$ cat src/rtl/snn_pkg.sv
// ----------------------------------------------------------------------------
// snn_pkg : shared state encoding and default geometry for the spiking layer
// rev 1.0
// ----------------------------------------------------------------------------
`default_nettype none

package snn_pkg;

   localparam int DEF_N_IN      = 784;
   localparam int DEF_N_OUT     = 32;
   localparam int DEF_W_WIDTH   = 8;
   localparam int DEF_ACC_WIDTH = 18;
   localparam int DEF_IN_AW     = 10;
   localparam int DEF_WT_AW     = 15;
   localparam int DEF_OUT_AW    = 5;

   typedef enum logic [2:0] {
      IDLE  = 3'd0,
      RUN   = 3'd1,
      DRAIN = 3'd2,
      WRITE = 3'd3,
      DONE  = 3'd4
   } snn_state_e;

endpackage

`default_nettype wire

$ cat src/rtl/snn_mac_acc.sv
// ----------------------------------------------------------------------------
// snn_mac_acc : spike-gated signed accumulator with threshold compare
// rev 1.0
// ----------------------------------------------------------------------------
`default_nettype none

module snn_mac_acc
   import snn_pkg::*;
#(
   parameter int                          W_WIDTH   = DEF_W_WIDTH,
   parameter int                          ACC_WIDTH = DEF_ACC_WIDTH,
   parameter logic signed [ACC_WIDTH-1:0] THRESH    = '0
) (
   input  logic                      clk,
   input  logic                      rst,
   input  logic                      clr,
   input  logic                      vld,
   input  logic                      spike,
   input  logic signed [W_WIDTH-1:0] wt,
   output logic                      fire
);

   logic signed [ACC_WIDTH-1:0] acc;
   logic signed [ACC_WIDTH-1:0] wt_ext;

   assign wt_ext = {{(ACC_WIDTH-W_WIDTH){wt[W_WIDTH-1]}}, wt};

   // Width is sized so the worst-case sum cannot wrap; no saturation needed.
   always_ff @(posedge clk or posedge rst) begin
      if (rst) begin
         acc <= '0;
      end else if (clr) begin
         acc <= '0;
      end else if (vld && spike) begin
         acc <= acc + wt_ext;
      end
   end

   assign fire = (acc >= THRESH);

endmodule

`default_nettype wire

$ cat src/rtl/snn_layer_seq.sv
// ----------------------------------------------------------------------------
// snn_layer_seq : streams spikes/weights from RAM, accumulates and fires per neuron
// rev 1.0
// ----------------------------------------------------------------------------
`default_nettype none

module snn_layer_seq
   import snn_pkg::*;
#(
   parameter int                          N_IN      = DEF_N_IN,
   parameter int                          N_OUT     = DEF_N_OUT,
   parameter int                          W_WIDTH   = DEF_W_WIDTH,
   parameter int                          ACC_WIDTH = DEF_ACC_WIDTH,
   parameter logic signed [ACC_WIDTH-1:0] THRESH    = '0,
   parameter int                          IN_AW     = DEF_IN_AW,
   parameter int                          WT_AW     = DEF_WT_AW,
   parameter int                          OUT_AW    = DEF_OUT_AW
) (
   input  logic                      clk,
   input  logic                      rst,
   input  logic                      start,
   output logic                      busy,
   output logic                      done,
   output logic [IN_AW-1:0]          in_addr,
   input  logic                      in_q,
   output logic [WT_AW-1:0]          wt_addr,
   input  logic signed [W_WIDTH-1:0] wt_q,
   output logic [OUT_AW-1:0]         out_addr,
   output logic                      out_data,
   output logic                      out_we
);

   localparam logic [IN_AW-1:0]  I_LAST = IN_AW'(N_IN - 1);
   localparam logic [OUT_AW-1:0] J_LAST = OUT_AW'(N_OUT - 1);

   snn_state_e        state;
   logic [IN_AW-1:0]  i;
   logic [OUT_AW-1:0] j;
   logic [WT_AW-1:0]  wptr;
   logic              vld;
   logic              clr;
   logic              fire;

   always_ff @(posedge clk or posedge rst) begin
      if (rst) begin
         state   <= IDLE;
         i       <= '0;
         j       <= '0;
         wptr    <= '0;
         in_addr <= '0;
         wt_addr <= '0;
         vld     <= 1'b0;
      end else begin
         case (state)
            IDLE: begin
               if (start) begin
                  i       <= '0;
                  j       <= '0;
                  wptr    <= '0;
                  in_addr <= '0;
                  wt_addr <= '0;
                  vld     <= 1'b0;
                  state   <= RUN;
               end
            end
            // Address registers run one step ahead of i/wptr so the RAM sees
            // address i during the cycle i is current; they hold on the last beat.
            RUN: begin
               vld  <= 1'b1;
               wptr <= wptr + 1'b1;
               if (i == I_LAST) begin
                  i     <= '0;
                  state <= DRAIN;
               end else begin
                  i       <= i + 1'b1;
                  in_addr <= i + 1'b1;
                  wt_addr <= wptr + 1'b1;
               end
            end
            DRAIN: begin
               vld   <= 1'b0;
               state <= WRITE;
            end
            WRITE: begin
               if (j == J_LAST) begin
                  state <= DONE;
               end else begin
                  j       <= j + 1'b1;
                  in_addr <= '0;
                  wt_addr <= wptr;
                  state   <= RUN;
               end
            end
            DONE: begin
               state <= IDLE;
            end
            default: begin
               state <= IDLE;
            end
         endcase
      end
   end

   assign clr = ((state == IDLE) && start) || (state == WRITE);

   snn_mac_acc #(
      .W_WIDTH   (W_WIDTH),
      .ACC_WIDTH (ACC_WIDTH),
      .THRESH    (THRESH)
   ) u_mac (
      .clk   (clk),
      .rst   (rst),
      .clr   (clr),
      .vld   (vld),
      .spike (in_q),
      .wt    (wt_q),
      .fire  (fire)
   );

   assign busy     = (state != IDLE);
   assign done     = (state == DONE);
   assign out_we   = (state == WRITE);
   assign out_data = (state == WRITE) && fire;
   assign out_addr = j;

endmodule

`default_nettype wire

$ cat config.mk
export PLATFORM = sky130hd
export DESIGN_NAME = snn_layer_seq
export DESIGN_NICKNAME = d
export VERILOG_FILES = /design/src/rtl/snn_pkg.sv /design/src/rtl/snn_mac_acc.sv /design/src/rtl/snn_layer_seq.sv
export SDC_FILE = /design/constraint.sdc
export NUM_CORES = 1
export LEC_CHECK = 0
export ABC_AREA = 1
export CAP_MARGIN = 20
export CELL_PAD_IN_SITES_DETAIL_PLACEMENT = 1
export CELL_PAD_IN_SITES_GLOBAL_PLACEMENT = 1
export CORE_ASPECT_RATIO = 1.75
export CORE_UTILIZATION = 45
export DETAILED_ROUTE_END_ITERATION = 10
export PLACE_DENSITY = 0.95
export SETUP_SLACK_MARGIN = 0.15
export SYNTH_ARGS = -nofsm -noshare
export SYNTH_HDL_FRONTEND = slang
export SYNTH_SLANG_ARGS = --single-unit
$ cat constraint.sdc
create_clock -name clk -period 4.2 [get_ports clk]
set_clock_uncertainty 0.05 [all_clocks]
set_input_delay 0.84 -clock clk [delete_from_list [all_inputs] [get_ports clk]]
set_output_delay 0.84 -clock clk [all_outputs]
set_load 0.02 [all_outputs]
# Word level (Yosys, flattened, before mapping)
# Cells that the tools add are included.
[word_totals]
wordCells = 61
regBits = 77
out_inout_bits = 34
in_bits = 12
[classes]
n_mux = 22
reduce_logical = 16
eq_ne = 10
magnitude_cmp = 1
add_sub_neg = 4
[ops]
columns = ["op", "count"]
rows = [
  ["2-to-1 mux 15 bit", 3],
  ["case mux 15 bit (3 select lines)", 1],
  ["2-to-1 mux 10 bit", 4],
  ["2-to-1 mux 18 bit", 2],
  ["case mux 10 bit (3 select lines)", 1],
  ["case mux 15 bit (2 select lines)", 1],
  ["case mux 10 bit (2 select lines)", 1],
  ["adder 18 x 8 -> 18 bit", 1],
  ["greater-or-equal comparator 18 x 1 -> 1 bit (second input constant)", 1],
  ["adder 15 x 1 -> 15 bit (second input constant)", 1],
  ["case mux 3 bit (4 select lines)", 1],
  ["adder 10 x 1 -> 10 bit (second input constant)", 1],
  ["== test 10 bit (second input constant)", 1],
  ["2-to-1 mux 5 bit", 2],
  ["case mux 5 bit (2 select lines)", 1],
  ["2-to-1 mux 3 bit", 3],
  ["nonzero test 3 bit", 3],
  ["!= test 2 bit (second input constant)", 4],
  ["== test 3 x 2 -> 1 bit (second input constant)", 2],
  ["AND reduction 2 bit", 3],
  ["nonzero test 2 bit", 3],
  ["adder 5 x 1 -> 5 bit (second input constant)", 1],
  ["== test 5 bit (second input constant)", 1],
  ["AND reduction 4 bit", 1],
  ["other kinds (8)", 10],
]

# Depth between registers and ports, before layout
# Gate-level depths: netlist (run 1).
[logic_depth]
depth_word = 4
ltp_mapped = 13
ltp_nobuf = 12

# Modules after synthesis
# From an unflattened synthesis (run 1), not the netlist that was laid out.
[unflattened]
cells_unflattened = 628
area_unflattened_um2 = 4639.4
[by_module_without_submodules]
columns = ["mod", "cells_each", "n_inst", "area_each_um2", "seq_area_each_um2"]
rows = [
  ["snn_layer_seq", 372, 1, 2940.3, 1476.4],
  ["snn_mac_acc", 256, 1, 1699.1, 450.4],
]

# Worst setup path after synthesis (run 1)
# Ideal clock, no wire load.
[synth_path]
path_type = "flip-flop to output port"
startpoint = "reg state[2]"
endpoint = "out out_data"
t_required_ps = 3310
path_stages_with_launch = 5
arrival_time_ps = 1467
setup_slack_ps = 1843
n_path_buf = 1
path_cell_list = "dfrtp_1 > nor3_4 > inv_2 > buf_2 > nor2_1"
[synth_via]
elab_chain_cells = 2
[synth_rtl]
columns = ["item", "line", "text"]
rows = [
  ["start: declaration", "snn_layer_seq.sv:36", "snn_state_e state;"],
  ["start signal: assignment", "snn_layer_seq.sv:46", "state <= IDLE;"],
  ["start signal: assignment", "snn_layer_seq.sv:63", "state <= RUN;"],
  ["start signal: assignment", "snn_layer_seq.sv:73", "state <= DRAIN;"],
  ["== test 3 x 2 -> 1 bit", "--", ""],
  ["net out_we", "snn_layer_seq.sv:30", "output logic out_we"],
  ["logical AND 1 bit", "snn_layer_seq.sv:123", "assign out_data = (state == WRITE) && fire;"],
  ["end: declaration", "snn_layer_seq.sv:29", "output logic out_data,"],
]
# The timed path passes the listed nets, and every way through them passes these cells.

# Worst setup path in the final report (run 1)
[layout_path]
startpoint = "reg state[2]"
endpoint = "out out_data"
[layout_via]
elab_chain_cells = 2
[layout_rtl]
columns = ["item", "line"]
rows = [
  ["== test 3 x 2 -> 1 bit", "snn_layer_seq.sv:123"],
  ["logical AND 1 bit", "snn_layer_seq.sv:123"],
]
# No other way between the ends.

==> out/metrics.csv, run 1 <==
metric,value,unit
required,3310,ps
wl_per_cell,17.12,um
grt_pass1_wl,22510,um
finalSetupTns,0,ps
crit_type,flip-flop to output pin,
ctsHoldBuffers,0,
syn_area_per_cell,7.466,um^2
dr_wl_met2,7622,um
grt_setup_unrepaired,false,
syn_area,4517,um^2
hold_path.startpoint,in_addr[4]$_DFFE_PP0P_,
worstPathArrival,2280,ps
ir_drop,249.2,uV
row_count,48,
cts_setup_buffers,0,
setup_viol,0,
htree_levels,3,
r2r_setup_slack,1970,ps
diodes,0,
numCtsBuffers,9,
cts_tree,yes,
highest_layer,met4,
grt.overflow.total,0,
r2r-start,u_mac.acc[0]$_DFFE_PP0P_,
fill_cells,1238,
portBuffers,45,
first_global_vias,4828,
yosysWarnings,0,
max_clock_freq,315.2,MHz
finalInstanceArea,5351,um^2
routabilityCongestion,0.8604,
synth_cell_types,34,
drive_above_1_share,0.06240,
vias_per_cell,5.582,
final_common_cell,nand2_1,
min_path_cells,2,
final-seq-area,1927,um^2
dieArea,10460,um^2
tightest_slew,741.6,ps
antenna_found_initial,0,
clk_pin_slew_worst_paths,60,ps
period_needed,3172,ps
synth_nets,639,
dp_slack,1034,ps
ys_ff_latch,77,
ant_nets,0,
syn2layout_area_growth,18.48,%
postCtsResizedCells,0,
wl_met3,343,um
drc,0,
grt_start_max_net_pins,48,
cp-start-kind,flip-flop,
leakage,2.672,nW
cts_root_buf,clkbuf_16,
yosysTopAreaCell,dfrtp_1,
layoutNonFillerInstCount,782,
grtUsageTotal,0.2769,
synth_top_area_frac,0.4266,
nets,688,
cap_violations,0,
syn_inst,605,
final_cell_mix,"198 x nand2_1, 77 x dfrtp_1, 64 x inv_1",
ys_top_cells_by_area,"dfrtp_1 43%, nand2_1 16%, o21ai_0 5.9%",
path_max_fanout,16,
timing.rr.end,u_mac.acc[14]$_DFFE_PP0P_,
holdPathEnd,in_addr[4]$_DFFE_PP0P_,
place_inst,768,
place_area,5086,um^2
min_period_over_period,0.7553,
multi_input_area,2255,um^2
die_w,77.74,um
chipHeight,134.5,um
slew_headroom,0.5049,
hold_viol,0,
drt_pass1_iterations,4,
cts_buffer_depth,2,
fp.coreArea,9789,um^2
clock_sinks,77,
start_util,0.4614,
routed_wl,13390,um
wl_met1,5020,um
fin_ws,1028,ps
endpoint_kind,output pin,
power.density,457.3,nW/um^2
drv_slew,0,
status,finished clean,
min_path_type,flip-flop to flip-flop,
vias,4365,
ys_seq_area_frac,0.4266,
io_pins,46,
drt_iter0_markers,189,
hpwl,9808,um
clock_latency,340,ps
rr_worst_depth,11,
==> flip-flops by register name, indices dropped and copies added, names as in the netlist <==
| register | cells |
|---|---|
| u_mac.acc | 18 |
| wptr | 15 |
| wt_addr | 15 |
| i | 10 |
| in_addr | 10 |
| out_addr | 5 |
| state | 3 |
| vld | 1 |
==> power breakdown <==
part / internal (mW) / switching [mW] / leakage [nW]
Clock: 0.408 / 0.304 / 0.130
Combinational: 0.300 / 0.546 / 1.57
Sequential: 0.828 / 0.0609 / 0.976
==> synthesized netlist by cell type (all sizes together) <==
| cell | instances |
|---|---|
| buf | 6 |
| ha | 21 |
| o22ai | 2 |
| dfrtp | 77 |
| inv | 72 |
| o21bai | 1 |
| a21oi | 32 |
| nand4 | 7 |
| xnor2 | 2 |
| o31ai | 1 |
| fa | 1 |
| clkbuf | 2 |
| nand3b | 6 |
| nor2 | 44 |
| xor2 | 3 |
| o21ai | 59 |
| a21o | 1 |
| nand2 | 209 |
| a22o | 1 |
| or2 | 2 |
| nand3 | 46 |
| nor3 | 10 |
==> how the worst max path moves through the flow <==
stage,end,depth (start not counted),startpoint,slack [ps]
after floorplan,i[0]$_DFFE_PP0P_,1,rst,1340
after global placement,u_mac.acc[16]$_DFFE_PP0P_,12,wt_q[0],1110
after detailed placement,u_mac.acc[12]$_DFFE_PP0P_,12,wt_q[0],1030
after CTS,out_data,4,state[2]$_DFFE_PP0P_,1030
after global routing,out_data,5,state[1]$_DFFE_PP0P_,900
final,out_data,4,state[2]$_DFFE_PP0P_,1030
==> critical path, cell delays in order, from the launching register on <==
cell             delay [ps]
dfrtp_1                 420
nor3_4                  450
inv_2                   290
nor2_1                  160
clkdlybuf4s50_1         610
==> per-stage QoR <==
stage | utilization | hold WS [ps] | power [mW]
CTS | 0.5467 | 431.0 | 2.454
detailed placement | 0.5196 | 415.9 | 1.726
finish | 0.5467 | 428.8 | 2.447
global placement | 0.5196 | 405.8 | 1.668
global route | 0.5467 | 461.0 | 2.614
floorplan | - | 391.3 | 1.505
==> metal layers <==
metal,GRT usage,up-vias
met5,0,-
met4,0.1499,0
met3,0.03176,34
met2,0.5359,83
met1,0.2823,2194
li1,-,2054
==> cell families after synthesis <==
| group | synth area share |
|---|---|
| compound gates | 0.1105 |
| fa+ha+maj | 0.06260 |
| buf+inv | 0.07424 |
| xor+xnor | 0.009697 |
| simple gates | 0.3163 |
| flops | 0.4266 |
==> layout make-up <==
type / count / share of cell area
multi-input combinational: 448 / 0.4213
clock inverter: 4 / 0.004910
sequential: 77 / 0.3601
clock buffer: 10 / 0.04466
inverter: 72 / 0.05191
tap: 125 / 0.02923
timing repair buffer: 46 / 0.08791
No activity file was read; power rests on OpenSTA's default activity.
==> run 2: changes to the inputs <==
CORE_UTILIZATION = 42   (was 45)
PLACE_DENSITY = 0.91   (was 0.95)
clock period = 3.28 ns   (was 4.2 ns; I/O delays follow)
==> run 2 against run 1 <==
Compared with the run above: critical path depth up 1; count of clock-buffer cells in the layout unchanged; cell count up 0.64%; flip-flop and latch count unchanged; utilization down 1.9 points; combinational power up 31%; worst hold slack worse by 9.7 ps; largest cell class unchanged; largest power group is now the clock network.
==> out/metrics.csv, run 2 (synthesis results as in run 1) <==
metric,value,unit
hold_viol,0,
numCtsBuffers,9,
switchingPower,1.221,mW
power.density,641.6,nW/um^2
hold-worst-slack,419.2,ps
htree_levels,3,
top_register,u_mac.acc,
crit_path_start,state[2]$_DFFE_PP0P_,
drt_iter0_markers,186,
worstPathArrival,2120,ps
syn2layout_area_growth,21.08,%
die_w,80.39,um
status,finished clean,
fp.coreArea,10360,um^2
clock_sinks,77,
cts_root_buf,clkbuf_16,
cap_violations,0,
largest_reg_flops,18,
cts_tree,yes,
drt_pass1_iterations,4,
vias_per_cell,5.628,
min_path_type,flip-flop to flip-flop,
grt.overflow.total,0,
clkPwrFrac,0.359,
row_count,49,
portBuffers,45,
dp_slack,251.5,ps
layoutNonFillerInstCount,787,
cts_setup_buffers,0,
hpwl,9890,um
ctsHoldBuffers,0,
wl_per_cell,17.92,um
antenna_found_initial,0,
routed_wl,14100,um
ant_nets,0,
grt_start_max_net_pins,53,
max_clock_freq,354.3,MHz
diodes,0,
path_max_fanout,16,
final_common_cell,nand2_1,
drive_above_1_share,0.06667,
grtUsageTotal,0.2746,
combPwrFrac,0.317,
finalSetupTns,0,ps
cts_buffer_depth,2,
ir_drop,335.3,uV
switching_share,0.3479,
hold_path.startpoint,in_addr[2]$_DFFE_PP0P_,
period_needed,2822,ps
start_util,0.4359,
crit_type,flip-flop to output pin,
fin_ws,457.6,ps
vias,4429,
first_global_vias,4935,
endpoint_kind,output pin,
postCtsResizedCells,0,
min_period_over_period,0.8605,
largest_registers,"u_mac.acc: 18 flops, wptr: 15 flops, wt_addr: 15 flops",
r2r-start,u_mac.acc[0]$_DFFE_PP0P_,
dieArea,11190,um^2
place_inst,771,
drc,0,
finalInstanceArea,5469,um^2
final_cell_mix,"198 x nand2_1, 77 x dfrtp_1, 64 x inv_1",
setup_viol,0,
routabilityCongestion,0.9001,
io_pins,46,
grt_setup_unrepaired,false,
cp-start-kind,flip-flop,
clk_pin_slew_worst_paths,60,ps
grt_pass1_wl,23560,um
nets,689,
clock_latency,340,ps
leakage,2.730,nW
slew_headroom,0.5678,
drv_slew,0,
seq_power_share,0.324,
chipHeight,139.2,um
required,2570,ps
p_int,2.288,mW
tightest_slew,647.6,ps
place_area,5096,um^2
==> run 2: cell types whose count changed in the layout (fill, tap and decap cells not counted), sizes merged <==
cell / before / now
bufinv: 0 / 4
buf: 1 / 2
clkinv: 3 / 2
clkinvlp: 1 / 0
==> run 2: routing by layer <==
metal | wire length [um] | share of wire | vias to the layer above | global-route usage
met5 | 0 | 0 | - | 0
li1 | - | - | 2056 | -
met4 | 545 | 0.039 | 0 | 0.1400
met3 | 445 | 0.032 | 51 | 0.03684
met1 | 5000 | 0.35 | 2217 | 0.2813
met2 | 8113 | 0.58 | 105 | 0.5183
==> run 2: critical path: stages (launching register included) <==
cell,delay [ps]
dfrtp_1,430
nor3_4,200
buf_4,210
inv_2,190
nor2_1,130
clkdlybuf4s50_1,610
==> run 2: per-stage QoR <==
step,utilization,power (mW)
after floorplan,-,1.927
after detailed placement,0.4918,2.220
after CTS,0.5278,3.515
after global placement,0.4918,2.144
after global routing,0.5278,3.702
final,0.5278,3.509
==> run 2: final cells by class <==
cell class | instances | area, um^2
well taps | 127 | 158.9
inverters | 72 | 277.8
clock inverters | 6 | 133.9
flip-flops and latches | 77 | 1927
fillers | 1303 | 4892
clock buffers | 10 | 239.0
multi-input cells | 448 | 2255
repair buffers | 47 | 478.0
==> run 2: worst paths after layout <==
check / endpoint / slack (ps) / depth (start not counted)
worst max-delay path: out_data / 460 / 5
worst min-delay path: in_addr[2]$_DFFE_PP0P_ / 420 / 2
worst min register to register: in_addr[2]$_DFFE_PP0P_ / 420 / 2
worst max register to register: u_mac.acc[10]$_DFFE_PP0P_ / 970 / 11
max in group asynchronous: out_addr[1]$_DFFE_PP0P_ / 1840 / 3
min in group asynchronous: u_mac.acc[17]$_DFFE_PP0P_ / 640 / 2
==> run 2: power groups by stage <==
stage | clock, mW | combinational (mW) | sequential, mW
floorplan | 0 | 0.802 | 1.12
global placement | 0 | 1.00 | 1.14
detailed placement | 0 | 1.07 | 1.15
CTS | 1.27 | 1.11 | 1.13
global route | 1.30 | 1.26 | 1.15
finish | 1.26 | 1.11 | 1.14
